File: src/rtl/conv_sched_pkg.sv
// Shared FSM state type, engine encodings and descriptor layout for conv_layer_sched.
package conv_sched_pkg;

  typedef enum logic [2:0] {
    IDLE, FETCH_A, FETCH_B, LATCH, START, RUN, NEXT, DONE
  } state_e;

  localparam logic ENG_1X1 = 1'b0;
  localparam logic ENG_3X3 = 1'b1;

  // Each layer owns two consecutive words: config (engine select in bit 0), then w8.
  localparam int unsigned DESC_SEL_BIT  = 0;
  localparam logic        DESC_WORD_CFG = 1'b0;
  localparam logic        DESC_WORD_W8  = 1'b1;

  function automatic logic [5:0] desc_addr_of(input logic [4:0] idx, input logic word);
    return {idx, word};
  endfunction

endpackage

File: src/rtl/conv_sched_wdog.sv
// RUN-state watchdog: counts consecutive cycles with run_i high and flags the last allowed one.
module conv_sched_wdog #(
  parameter int unsigned TIMEOUT_CYCLES = 1048576
) (
  input  logic clk,
  input  logic rst,
  input  logic run_i,
  output logic expired_o
);

  localparam int unsigned CNT_W = $clog2(TIMEOUT_CYCLES + 1);

  logic [CNT_W-1:0] cnt_q;

  always_ff @(posedge clk) begin
    if (rst || !run_i) begin
      cnt_q <= '0;
    end else begin
      cnt_q <= cnt_q + 1'b1;
    end
  end

  // High during the TIMEOUT_CYCLES-th RUN cycle; the scheduler leaves RUN on it.
  assign expired_o = run_i && (cnt_q == CNT_W'(TIMEOUT_CYCLES - 1));

endmodule

File: src/rtl/conv_layer_sched.sv
// Layer scheduler: fetches two-word descriptors, starts the 1x1/3x3 engine, waits for finish.
// Optional RUN watchdog compiled in with CONV_SCHED_TIMEOUT_EN.
module conv_layer_sched
  import conv_sched_pkg::*;
#(
  parameter int unsigned TIMEOUT_CYCLES = 1048576
) (
  input  logic        clk,
  input  logic        rst,
  input  logic        run,
  input  logic [4:0]  num_layers,
  output logic        busy,
  output logic        done,
  output logic        err,
  output logic [4:0]  layer_idx,
  output logic        desc_cs,
  output logic [5:0]  desc_addr,
  input  logic [31:0] desc_rdata,
  output logic [1:0]  eng_start,
  output logic [31:0] eng_w8,
  input  logic [1:0]  eng_finish
);

  state_e      state_q, state_d;
  logic [4:0]  layer_idx_q, layer_idx_d;
  logic [4:0]  num_layers_q;
  logic        sel_q;
  logic [31:0] eng_w8_q;
  logic        busy_q, done_q, desc_cs_q;
  logic [5:0]  desc_addr_q, desc_addr_d;
  logic [1:0]  eng_start_q, eng_start_d;

  logic accept, finish_ok, last_layer, timeout;

  assign accept     = (state_q == IDLE) && run;
  assign finish_ok  = eng_finish[sel_q];
  assign last_layer = (layer_idx_q == num_layers_q - 5'd1);

`ifdef CONV_SCHED_TIMEOUT_EN
  logic wdog_expired;
  logic err_q;

  conv_sched_wdog #(
    .TIMEOUT_CYCLES(TIMEOUT_CYCLES)
  ) u_wdog (
    .clk      (clk),
    .rst      (rst),
    .run_i    (state_q == RUN),
    .expired_o(wdog_expired)
  );

  assign timeout = (state_q == RUN) && !finish_ok && wdog_expired;
  assign err     = err_q;
`else
  assign timeout = 1'b0;
  assign err     = 1'b0;
`endif

  always_comb begin
    // NOTE: every output of this block gets a default first, so no path can infer a latch.
    state_d     = state_q;
    layer_idx_d = layer_idx_q;
    unique case (state_q)
      IDLE: begin
        if (run) begin
          layer_idx_d = '0;
          state_d     = (num_layers == 5'd0) ? DONE : FETCH_A;
        end
      end
      FETCH_A: state_d = FETCH_B;
      FETCH_B: state_d = LATCH;
      LATCH:   state_d = START;
      START:   state_d = RUN;
      RUN: begin
        if (finish_ok)    state_d = last_layer ? DONE : NEXT;
        else if (timeout) state_d = DONE;
      end
      NEXT: begin
        layer_idx_d = layer_idx_q + 5'd1;
        state_d     = FETCH_A;
      end
      DONE:    state_d = IDLE;
      default: state_d = IDLE;
    endcase
  end

  // Outputs are decoded from the next state so they appear registered in the state they belong to.
  always_comb begin
    desc_addr_d = '0;
    if (state_d == FETCH_A) desc_addr_d = desc_addr_of(layer_idx_d, DESC_WORD_CFG);
    if (state_d == FETCH_B) desc_addr_d = desc_addr_of(layer_idx_d, DESC_WORD_W8);
    eng_start_d = '0;
    if (state_d == START) eng_start_d = (sel_q == ENG_3X3) ? 2'b10 : 2'b01;
  end

  always_ff @(posedge clk) begin
    if (rst) begin
      // NOTE: sequential state uses non-blocking assignments only; the datapath captures are
      // reset as well so an aborted schedule leaves nothing stale on eng_w8.
      state_q      <= IDLE;
      layer_idx_q  <= '0;
      num_layers_q <= '0;
      sel_q        <= ENG_1X1;
      eng_w8_q     <= '0;
      busy_q       <= 1'b0;
      done_q       <= 1'b0;
      desc_cs_q    <= 1'b0;
      desc_addr_q  <= '0;
      eng_start_q  <= '0;
`ifdef CONV_SCHED_TIMEOUT_EN
      err_q        <= 1'b0;
`endif
    end else begin
      state_q     <= state_d;
      layer_idx_q <= layer_idx_d;
      busy_q      <= (state_d != IDLE);
      done_q      <= (state_d == DONE);
      desc_cs_q   <= (state_d == FETCH_A) || (state_d == FETCH_B);
      desc_addr_q <= desc_addr_d;
      eng_start_q <= eng_start_d;
      if (accept)             num_layers_q <= num_layers;
      if (state_q == FETCH_B) sel_q        <= desc_rdata[DESC_SEL_BIT];
      if (state_q == LATCH)   eng_w8_q     <= desc_rdata;
`ifdef CONV_SCHED_TIMEOUT_EN
      if (accept)       err_q <= 1'b0;
      else if (timeout) err_q <= 1'b1;
`endif
    end
  end

  assign busy      = busy_q;
  assign done      = done_q;
  assign layer_idx = layer_idx_q;
  assign desc_cs   = desc_cs_q;
  assign desc_addr = desc_addr_q;
  assign eng_start = eng_start_q;
  assign eng_w8    = eng_w8_q;

endmodule

File: config.mk
export PLATFORM = sky130hd
export DESIGN_NAME = conv_layer_sched
export DESIGN_NICKNAME = d
export VERILOG_FILES = /design/src/rtl/conv_sched_pkg.sv /design/src/rtl/conv_sched_wdog.sv /design/src/rtl/conv_layer_sched.sv
export SDC_FILE = /design/constraint.sdc
export NUM_CORES = 1
export LEC_CHECK = 0
export CAP_MARGIN = 10
export CORE_ASPECT_RATIO = 0.5
export CORE_UTILIZATION = 39
export DETAILED_ROUTE_END_ITERATION = 8
export PLACE_DENSITY = 0.78
export SYNTH_ARGS = -nofsm -noshare
export SYNTH_HDL_FRONTEND = slang
export SYNTH_SLANG_ARGS = --single-unit
File: constraint.sdc
create_clock -name clk -period 2.8 [get_ports clk]
set_input_delay 0.56 -clock clk [delete_from_list [all_inputs] [get_ports clk]]
set_output_delay 0.56 -clock clk [all_outputs]
set_load 0.01 [all_outputs]
==> key figures <==
Status
  • Outcome: complete, no violations

Critical path
  • Critical Path End: desc_addr[3]
  • Worst reg-to-reg setup slack: 810 ps
  • Startpoint type of the worst setup path: input pin
  • Worst reg2reg startpoint: num_layers_q[0]
  • CP startpoint: run
  • Worst-case reg-to-reg path depth: 7
  • Crit end category: register
  • Type of the worst setup path: in -> reg
  • CP arrival: 2240 ps
  • Worst-path fanout max: 7
  • Reg2reg end: desc_addr[2]
  • Worst Path Required: 2990 ps

STA
  • Fin crit share: 73.26%
  • Least-Margin Pin Slew: 645.7 ps
  • Skew final: 6.418 ps
  • Setup TNS: 0 ps
  • Fin. max-slew vios: 0
  • Setup-failing EPs final: 0
  • RSZ-0062 raised after global routing: false
  • Achievable frequency: 0.4875 GHz
  • Slew HR: 56.84%
  • Min cycle time layout: 2051 ps
  • Count of final hold-check violations: 0

Drt
  • DR vias/cell: 4.972
  • ANT nets after route: 0
  • DRC: 0
  • Final wirelength: 5717 um
  • Wirelength per Cell: 13.23 um
  • Via count: 2148
  • 1st-iter DRT viols: 88
  • First-pass detailed-route iteration total: 4

Final layout
  • Layout cells sized above 1: 6.964%
  • # nets final: 399
  • Area growth, synth to finish: 53.85%
  • Antenna diodes: 0
  • Fill cells: 459
  • Design Area, Final: 3475 um^2

Floorplanning
  • I/O pins: 91
  • Starting Density: 40.77%
  • Die width: 109.6 um
  • Core area: 5539 um^2
  • Core Rows: 19
  • Die extent in y: 55.81 um
  • Die outline area: 6118 um^2

Synthesis
  • EDFF count, synth: 0
  • Synth async-reset ratio: 0%
  • Netlist cell types: 44
  • Ys Warns: 0
  • Mapped Area: 2258 um^2
  • Avg Inst Size Synth: 8.365 um^2
  • Synth top area cells: dfxtp_1 51%, nand2_1 13%, a21oi_1 9.8%
  • Cell accounting for the most synthesized area: dfxtp_1
  • Synth top area share: 50.53%
  • Seq/Total Area, Yosys: 50.53%
  • Net Count, Synth: 314
  • Register bit total from synthesis: 57
  • Dominant synthesized flop cell: dfxtp_1
  • Synth Instances: 270

Clock tree
  • H-tree lvl count: 3
  • Post-CTS sizing: 0
  • Root buffer cell: clkbuf_16
  • Clock Pin Slew Worst Setup and Hold Paths: 50 ps
  • Clk sinks: 57
  • Post-CTS Setup Repair Bufs: 0
  • # hold bufs at CTS: 0
  • TritonCTS clock tree: built
  • TritonCTS Buffers: 9
  • Later-pin clock latency in the skew report: 320 ps
  • CTS max path bufs: 2

GRT
  • Total global routing overflow: 0
  • Vias in the first global route: 2183
  • GRT Total Usage: 20.50%
  • Global-route wire length before repair: 9715 um
  • Largest net degree at the start of global routing: 33
  • Initial antenna violation count: 0

Placement
  • Hpwl dp: 4033 um
  • Port bufs: 89
  • Area after DPL: 3178 um^2
  • GP Congestion: 0.8081

Hold path
  • Worst Hold Class: reg -> reg

Run
  • Max Cap Violations: 0

Power
  • PD cells: 683.9 nW/um^2
  • Maximum VDD drop: 0.3376 mV
  • Leakage: 1.224 nW
where the power goes:
group	internal, mW	total (mW)	leakage, nW	switching [mW]
sequential	0.862	0.913	0.461	0.0509
combinational	0.195	0.399	0.615	0.204
clock	0.727	1.06	0.148	0.338
worst max-delay path, cell delays in order:
cell             delay (ps)
clkdlybuf4s50_1         530
nor4b_2                 570
nor2_2                  140
a21oi_1                 160
a211oi_1                110
nor3b_1                 170
registers in the layout, indices dropped and copies added, names as in the netlist:
signal	count
done	1
desc_cs	1
state_q	3
eng_w8	32
num_layers_q	5
desc_addr	6
busy	1
layer_idx	5
sel_q	1
eng_start	2
cells by family after synthesis:
kind of cell,Yosys count,share of synthesized area (%)
AOI/OAI and AO/OA,64,17.01
other,1,0.1660
and+or+nand+nor,117,24.38
buffers and inverters,23,4.377
muxes,2,0.8865
DFF,57,50.53
xor gates and xnor gates,4,1.552
adders and majority gates,2,1.108
metal layers:
metal / vias up / track usage (%) / share of wire, %
met2: 54 / 37.02 / 51
met1: 1004 / 22.62 / 44
met5: - / 0 / 0
met4: 0 / 7.048 / 0.96
li1: 1084 / - / -
met3: 6 / 6.557 / 4.4
how the worst min path moves through the flow:
stage / slack [ps] / endpoint / cells after the start / startpoint
finish: 450 / eng_w8[26] / 2 / eng_w8[26]
detailed placement: 450 / eng_w8[21] / 2 / eng_w8[21]
global placement: 440 / eng_w8[4] / 2 / eng_w8[4]
floorplan: 440 / eng_start[0] / 1 / sel_q
CTS: 450 / eng_w8[21] / 2 / eng_w8[21]
global route: 470 / eng_w8[26] / 2 / eng_w8[26]
cells in the mapped netlist (3+ instances only):
| library cell | number |
|---|---|
| nand2_1 | 76 |
| dfxtp_1 | 57 |
| a21oi_1 | 44 |
| clkbuf_1 | 10 |
| nor2_1 | 8 |
| nor3_1 | 8 |
| inv_1 | 5 |
| nor3b_1 | 5 |
| buf_2 | 4 |
| nand2b_1 | 4 |
| a211oi_1 | 3 |
| nand3_1 | 3 |
placed cells by master, fill, tap and decap left out, types with 3 or more instances in the layout:
master	netlist	layout
buf_4	2	3
nand2b_1	4	4
nor3b_1	5	5
dfxtp_1	57	57
nand3_1	3	3
clkdlybuf4s50_1	0	88
nor2_1	8	8
a211oi_1	3	3
a21oi_1	44	44
inv_1	5	5
clkbuf_16	0	9
nor3_1	8	8
nand2_1	76	76
area by class of cell:
type	instances	area, um^2	area share [%]
clock buffer	12	256.5	7.382
sequential	57	1141	32.84
timing repair buffer	92	908.4	26.14
clock inverter	3	40.04	1.152
multi-input combinational	190	1018	29.31
inverter	5	18.77	0.5402
tap	73	91.34	2.629
per-stage QoR:
step	util, %	setup WS (ps)	cells	power (mW)	hold WS (ps)
finish	62.73	748.7	432	2.376	449.2
global route	62.73	594.2	432	2.488	472.5
CTS	62.73	755.3	432	2.394	452.1
detailed placement	57.38	434.8	417	1.322	446.7
global placement	57.38	515.7	417	1.311	442.9
floorplan	-	1134	270	1.155	445.0
No activity file was read; power rests on OpenSTA's default activity.
